$ cat src/rtl/dmem_responder_pkg.sv
// Shared constants for the data-memory responder.
// I/O map, STATUS layout and default sizes.
package dmem_responder_pkg;

  localparam int DMEM_DATA_WIDTH = 8;
  localparam int DMEM_ADDR_WIDTH = 8;
  localparam int DMEM_FIFO_DEPTH = 4;

  localparam logic [7:0] IO_BASE = 8'hFC;

  localparam logic [1:0] OFS_OUT    = 2'd0;
  localparam logic [1:0] OFS_STATUS = 2'd1;
  localparam logic [1:0] OFS_TICK   = 2'd2;
  localparam logic [1:0] OFS_CTRL   = 2'd3;

  localparam int ST_FULL  = 0;
  localparam int ST_EMPTY = 1;
  localparam int ST_CNT   = 2;
  localparam int ST_OVF   = 7;

  function automatic logic [7:0] status_byte(
    input logic       full,
    input logic       empty,
    input logic [3:0] cnt,
    input logic       ovf
  );
    logic [7:0] s;
    s              = '0;
    s[ST_FULL]     = full;
    s[ST_EMPTY]    = empty;
    s[ST_CNT +: 3] = (cnt > 4'd7) ? 3'd7 : cnt[2:0];
    s[ST_OVF]      = ovf;
    return s;
  endfunction

endpackage

$ cat src/rtl/dmem_responder_fifo.sv
// Circular output FIFO with push/pop and occupancy flags.
// Head reads as zero when empty.
module sync_fifo #(
  parameter int WIDTH = 8,
  parameter int DEPTH = 4
) (
  input  logic                       clk,
  input  logic                       rst_n,
  input  logic                       push,
  input  logic                       pop,
  input  logic [WIDTH-1:0]           wdata,
  output logic [WIDTH-1:0]           rdata,
  output logic                       full,
  output logic                       empty,
  output logic [$clog2(DEPTH):0]     count
);

  localparam int PW = $clog2(DEPTH);
  localparam int CW = PW + 1;

  logic [WIDTH-1:0] mem_q [DEPTH];
  logic [PW-1:0]    rd_ptr;
  logic [PW-1:0]    wr_ptr;
  logic [CW-1:0]    cnt;
  logic             do_push;
  logic             do_pop;

  assign full    = (cnt == CW'(DEPTH));
  assign empty   = (cnt == '0);
  assign count   = cnt;
  assign do_pop  = pop && !empty;
  assign do_push = push && (!full || pop);
  assign rdata   = empty ? '0 : mem_q[rd_ptr];

  // storage write, no reset on contents
  always_ff @(posedge clk) begin
    if (do_push) mem_q[wr_ptr] <= wdata;
  end

  // pointers and occupancy
  always_ff @(posedge clk or negedge rst_n) begin
    if (!rst_n) begin
      rd_ptr <= '0;
      wr_ptr <= '0;
      cnt    <= '0;
    end else begin
      if (do_push) wr_ptr <= wr_ptr + 1'b1;
      if (do_pop)  rd_ptr <= rd_ptr + 1'b1;
      if (do_push && !do_pop)      cnt <= cnt + 1'b1;
      else if (do_pop && !do_push) cnt <= cnt - 1'b1;
    end
  end

endmodule

$ cat src/rtl/dmem_responder.sv
// Data-memory endpoint: RAM below the I/O window,
// output FIFO, status and tick counter above it.
module dmem_responder
  import dmem_responder_pkg::*;
#(
  parameter int DATA_WIDTH = DMEM_DATA_WIDTH,
  parameter int ADDR_WIDTH = DMEM_ADDR_WIDTH,
  parameter int FIFO_DEPTH = DMEM_FIFO_DEPTH
) (
  input  logic                  clk,
  input  logic                  rst_n,
  input  logic [ADDR_WIDTH-1:0] mem_addr,
  input  logic                  mem_wenable,
  input  logic [DATA_WIDTH-1:0] mem_wvalue,
  output logic [DATA_WIDTH-1:0] mem_rvalue,
  output logic                  out_valid,
  output logic [DATA_WIDTH-1:0] out_data,
  input  logic                  out_ready
);

  localparam int RAM_WORDS = (1 << ADDR_WIDTH) - 4;
  localparam int CW        = $clog2(FIFO_DEPTH) + 1;

  logic [DATA_WIDTH-1:0] ram [RAM_WORDS];

  logic                  is_io;
  logic                  sel_ram;
  logic                  sel_out;
  logic                  sel_st;
  logic                  sel_tk;
  logic                  sel_ctl;
  logic                  push;
  logic                  pop;
  logic                  full;
  logic                  empty;
  logic [CW-1:0]         count;
  logic [DATA_WIDTH-1:0] head;
  logic                  ovf;
  logic [7:0]            tick;
  logic                  tick_en;

  assign is_io   = &mem_addr[ADDR_WIDTH-1:2];
  assign sel_ram = !is_io;
  assign sel_out = is_io && (mem_addr[1:0] == OFS_OUT);
  assign sel_st  = is_io && (mem_addr[1:0] == OFS_STATUS);
  assign sel_tk  = is_io && (mem_addr[1:0] == OFS_TICK);
  assign sel_ctl = is_io && (mem_addr[1:0] == OFS_CTRL);

  assign pop       = out_valid && out_ready;
  assign push      = mem_wenable && sel_out;
  assign out_valid = !empty;
  assign out_data  = head;

  sync_fifo #(
    .WIDTH (DATA_WIDTH),
    .DEPTH (FIFO_DEPTH)
  ) u_fifo (
    .clk   (clk),
    .rst_n (rst_n),
    .push  (push),
    .pop   (pop),
    .wdata (mem_wvalue),
    .rdata (head),
    .full  (full),
    .empty (empty),
    .count (count)
  );

  // RAM write port, contents survive reset
  always_ff @(posedge clk) begin
    if (mem_wenable && sel_ram) ram[mem_addr] <= mem_wvalue;
  end

  // sticky overflow: set on a dropped push, cleared by STATUS write
  always_ff @(posedge clk or negedge rst_n) begin
    if (!rst_n)                     ovf <= 1'b0;
    else if (mem_wenable && sel_st) ovf <= 1'b0;
    else if (push && full && !pop)  ovf <= 1'b1;
  end

  // tick counter; a load beats the increment
  always_ff @(posedge clk or negedge rst_n) begin
    if (!rst_n) begin
      tick    <= 8'h00;
      tick_en <= 1'b0;
    end else begin
      if (mem_wenable && sel_tk) tick <= mem_wvalue[7:0];
      else if (tick_en)          tick <= tick + 8'h01;
      if (mem_wenable && sel_ctl) tick_en <= mem_wvalue[0];
    end
  end

  // combinational read mux
  always_comb begin
    mem_rvalue = '0;
    unique case (1'b1)
      sel_ram: mem_rvalue      = ram[mem_addr];
      sel_out: mem_rvalue      = head;
      sel_st:  mem_rvalue[7:0] = status_byte(full, empty,
                                             4'(count), ovf);
      sel_tk:  mem_rvalue[7:0] = tick;
      sel_ctl: mem_rvalue[0]   = tick_en;
      default: mem_rvalue      = '0;
    endcase
  end

endmodule

$ cat config.mk
export PLATFORM = sky130hd
export DESIGN_NAME = dmem_responder
export DESIGN_NICKNAME = d
export VERILOG_FILES = /design/src/rtl/dmem_responder_pkg.sv /design/src/rtl/dmem_responder_fifo.sv /design/src/rtl/dmem_responder.sv
export SDC_FILE = /design/constraint.sdc
export NUM_CORES = 2
export LEC_CHECK = 0
export ABC_AREA = 1
export CORE_MARGIN = 1.5
export CORE_UTILIZATION = 55
export DETAILED_ROUTE_END_ITERATION = 12
export GPL_TIMING_DRIVEN = 0
export HOLD_SLACK_MARGIN = 0.12
export PLACE_DENSITY = 0.72
export RECOVER_POWER = 50
export SETUP_SLACK_MARGIN = 0.1
export SLEW_MARGIN = 20
export SYNTH_ARGS = -nofsm -noshare
export SYNTH_HDL_FRONTEND = slang
export SYNTH_SLANG_ARGS = --single-unit
$ cat constraint.sdc
create_clock -name clk -period 5.72 [get_ports clk]
set_clock_uncertainty 0.05 [all_clocks]
set_input_delay 1.144 -clock clk [delete_from_list [all_inputs] [get_ports clk]]
set_output_delay 1.144 -clock clk [all_outputs]
set_load 0.05 [all_outputs]
==> metrics <==
total core area 156000 um2; via total after detailed routing ~63000; CTS root buf clkbuf_16; GPL Wtd Cong slightly above 1; Hold Path Class reg2reg; antenna violations before repair 27; crit start category input pin; total power 33.0 mW; count of cell types in the netlist 35; grt total ovfl 0; initial DRC count slightly above 10000; failing checks max-capacitance violations, max-slew violations, negative setup slack; Max stage delay cell, worst path clkdlybuf4s15_2; Post-DRT Antenna Nets 0; most frequent cells in the layout nand2_1 (4752), edfxtp_1 (2048), nor2_1 (579); async set-or-reset flop fraction in the synthesized netlist less than 1%; Sink Count roughly 2100; Via density between 5 and 6; cell internal pwr roughly 25 mW; Rel. slew slack -275%; post-layout util between 60% and 70%; buffer levels on the longest clock path 3; Cell Rows between 100 and 150; PortBufs 34; largest net degree at the start of global routing approximately 110; Clk pin slew, worst setup/hold paths 60 ps; vias in the first global route roughly 57000; Combinational Power Share between 8 and 9%; Tcrit/Tclk final 100%; Slew @ Worst Pin approximately 5600 ps; die area roughly 160000 um2; GR Util met2 51.8%; DRC errors left 0; Post-DP HPWL about 190 mm; H-tree Lvls 4; GRT Util Overall between 30% and 40%; Post-synth EDFFs a little over 2000; global-route wire length before repair 394 mm; CTS tree built; most used cell, CP nand2_1; cts hold-fix bufs 0; Die W roughly 400 um; # fillers 12300; ys flop type edfxtp_1; Routed WL approximately 280 mm; GRT met1 Usage ~48%; Setup crit end kind output port; # IOs 37; outcome complete, but fails checks; Fin. Hold Viols 0; arrival time at the worst endpoint ~4500 ps; P_sw between 8 and 9 mW; register share of total power between 50% and 60%; # setup viols final 1; DIE HEIGHT 399 um; Mean Syn Cell Area 10.4 um2; area occupied by multi-input gates between 20000 and 25000 um2; clk_lat worst skew slightly below 900 ps; syn nets 8287; placed cell area 89900 um2; Cells after Synth about 8300; drt pass-1 iters 7; worst ir drop on vdd a little under 0.4 mV; DR WL/cell roughly 26 um; Largest stage delay, worst path 370 ps; GR peak layer met2; YS warnings 0; Leak between 30 and 40 nW; Max Cap Viol 15; Max Fclk about 170 MHz; RSZ-0062 raised after global routing yes; initial core utilization a little under three fifths; maximum fanout along the worst path 11; slack of the critical path -14.8 ps; Area Growth Syn to Fin 12.2%; switch share about 25%; WS Path Type in2out; Seq. cell area 61900 um2; Final Slew Violations ~1300; pre-CTS WS -1760 ps; sequential fraction of the synthesis area just over 70%; finished layout cell area between 90000 and 100000 um2; cts bufs inserted ~200; critical-path cell list buf_2, nand2_2, inv_2, buf_4, buf_6, nand2_1, nand3_1, nand2_1, nand2_1, nor2_1, nor2_1, nor2_1, nand2_1, nor2_1, nand3_1, nand2_1, nand2_1, clkdlybuf4s15_2; Mapped Area 86100 um2; most common cell after layout, fill and taps aside nand2_1; minimum clock period roughly 5700 ps; post-synthesis register bit count ~2100; share of cells above drive strength 1 under 10%; layout net count 8557; clock power share about 40%; Worst Path Required 4530 ps; Power Dens Cells about 340 nW/um2; met3 usage between 10 and 15%; flop-to-flop setup slack between 2000 and 3000 ps
## synth_stat cells (6+ instances only)
cell,n,share of area [%]
clkbuf_1,158,0.69
buf_2,231,1.3
o21ai_1,13,0.076
o21ai_0,49,0.28
nor2_1,603,2.6
nand4_1,17,0.12
a22oi_1,14,0.12
a21oi_1,42,0.24
inv_2,9,0.039
xor2_1,8,0.081
buf_1,27,0.12
inv_1,61,0.27
edfxtp_1,2048,71
nand3_1,163,0.95
ha_1,6,0.087
nand2_1,4758,21
nor2_2,6,0.044
dfrtp_1,17,0.49
## per-stage QoR
| stage | instances | TNS (ps) | hold WS [ps] |
|---|---|---|---|
| after CTS | 10800 | 0 | 439 |
| after global routing | 10800 | 0 | 472 |
| after global placement | 10400 | - | 436 |
| after detailed placement | 10400 | -524160 | 430 |
| after floorplan | 8260 | 0 | 412 |
| final | 10800 | -14.8 | 443 |
## repair_timing
item,in CTS,in global routing
setup buffers,1,0
gates resized for setup,156,60
hold endpoints to repair,0,0
endpoints found under the setup margin,98,8
pin swaps,7,0
## logic make-up (layout without fill, tap and decap cells)
kind of cell | after synthesis | count (layout) | share of synthesized area (%)
AND/OR/NAND/NOR | 5556 | 5556 | 24.6
flip-flops | 2065 | 2065 | 71.9
buffers and inverters | 492 | 933 | 2.51
AO/OA/AOI/OAI | 131 | 131 | 0.837
XOR/XNOR | 9 | 9 | 0.0915
adder cells (fa/ha/maj) | 7 | 7 | 0.110
other | 0 | 11 | 0
## worst max-delay path, delay by kind of cell
kind / cells / cell delay (ps)
buf+inv: 5 / 1460
simple gates: 13 / 1890
## cell type report
| type | count | area share, % |
|---|---|---|
| Sequential cell | 2065 | 64.1 |
| Clock inverter | 116 | 1.24 |
| Inverter | 71 | 0.280 |
| Multi-Input combinational cell | 5703 | 23.0 |
| Antenna cell | 11 | 0.0285 |
| Tap cell | 2058 | 2.66 |
| Clock buffer | 261 | 5.52 |
| Timing Repair Buffer | 64 | 0.911 |
| Buffer | 421 | 2.28 |
## per-layer routing
metal | vias to the layer above | wire (um)
met5 | - | 342
met3 | 760 | 41100
li1 | 27600 | -
met2 | 4407 | 122000
met1 | 29700 | 104000
met4 | 18 | 16400
## flip-flops by register name (all words and copies together), names as in the netlist
register,flops
u_fifo.mem_q,32
ovf,1
u_fifo.rd_ptr,2
tick_en,1
tick,8
ram,2016
u_fifo.count,3
u_fifo.wr_ptr,2
## final timing paths
path / start / endpoint / depth (start not counted)
setup / recovery: mem_addr[1] / mem_rvalue[0] / 18
hold / removal: tick_en / tick[7] / 1
setup reg to reg: u_fifo.count[0] / u_fifo.count[2] / 10
hold reg to reg: tick_en / tick[7] / 1
max in group asynchronous: rst_n / tick[2] / 1
min in group asynchronous: rst_n / tick[1] / 1
## power by group through the flow
stage | Clock, mW | Combinational (mW) | Sequential, mW
finish | 13.3 | 2.92 | 16.8
global route | 13.8 | 3.06 | 16.8
CTS | 13.2 | 2.84 | 16.8
detailed placement | 0 | 2.80 | 17.1
global placement | 0 | 2.70 | 17.3
floorplan | 0 | 1.45 | 17.1
(Power assumes the default switching activity.)
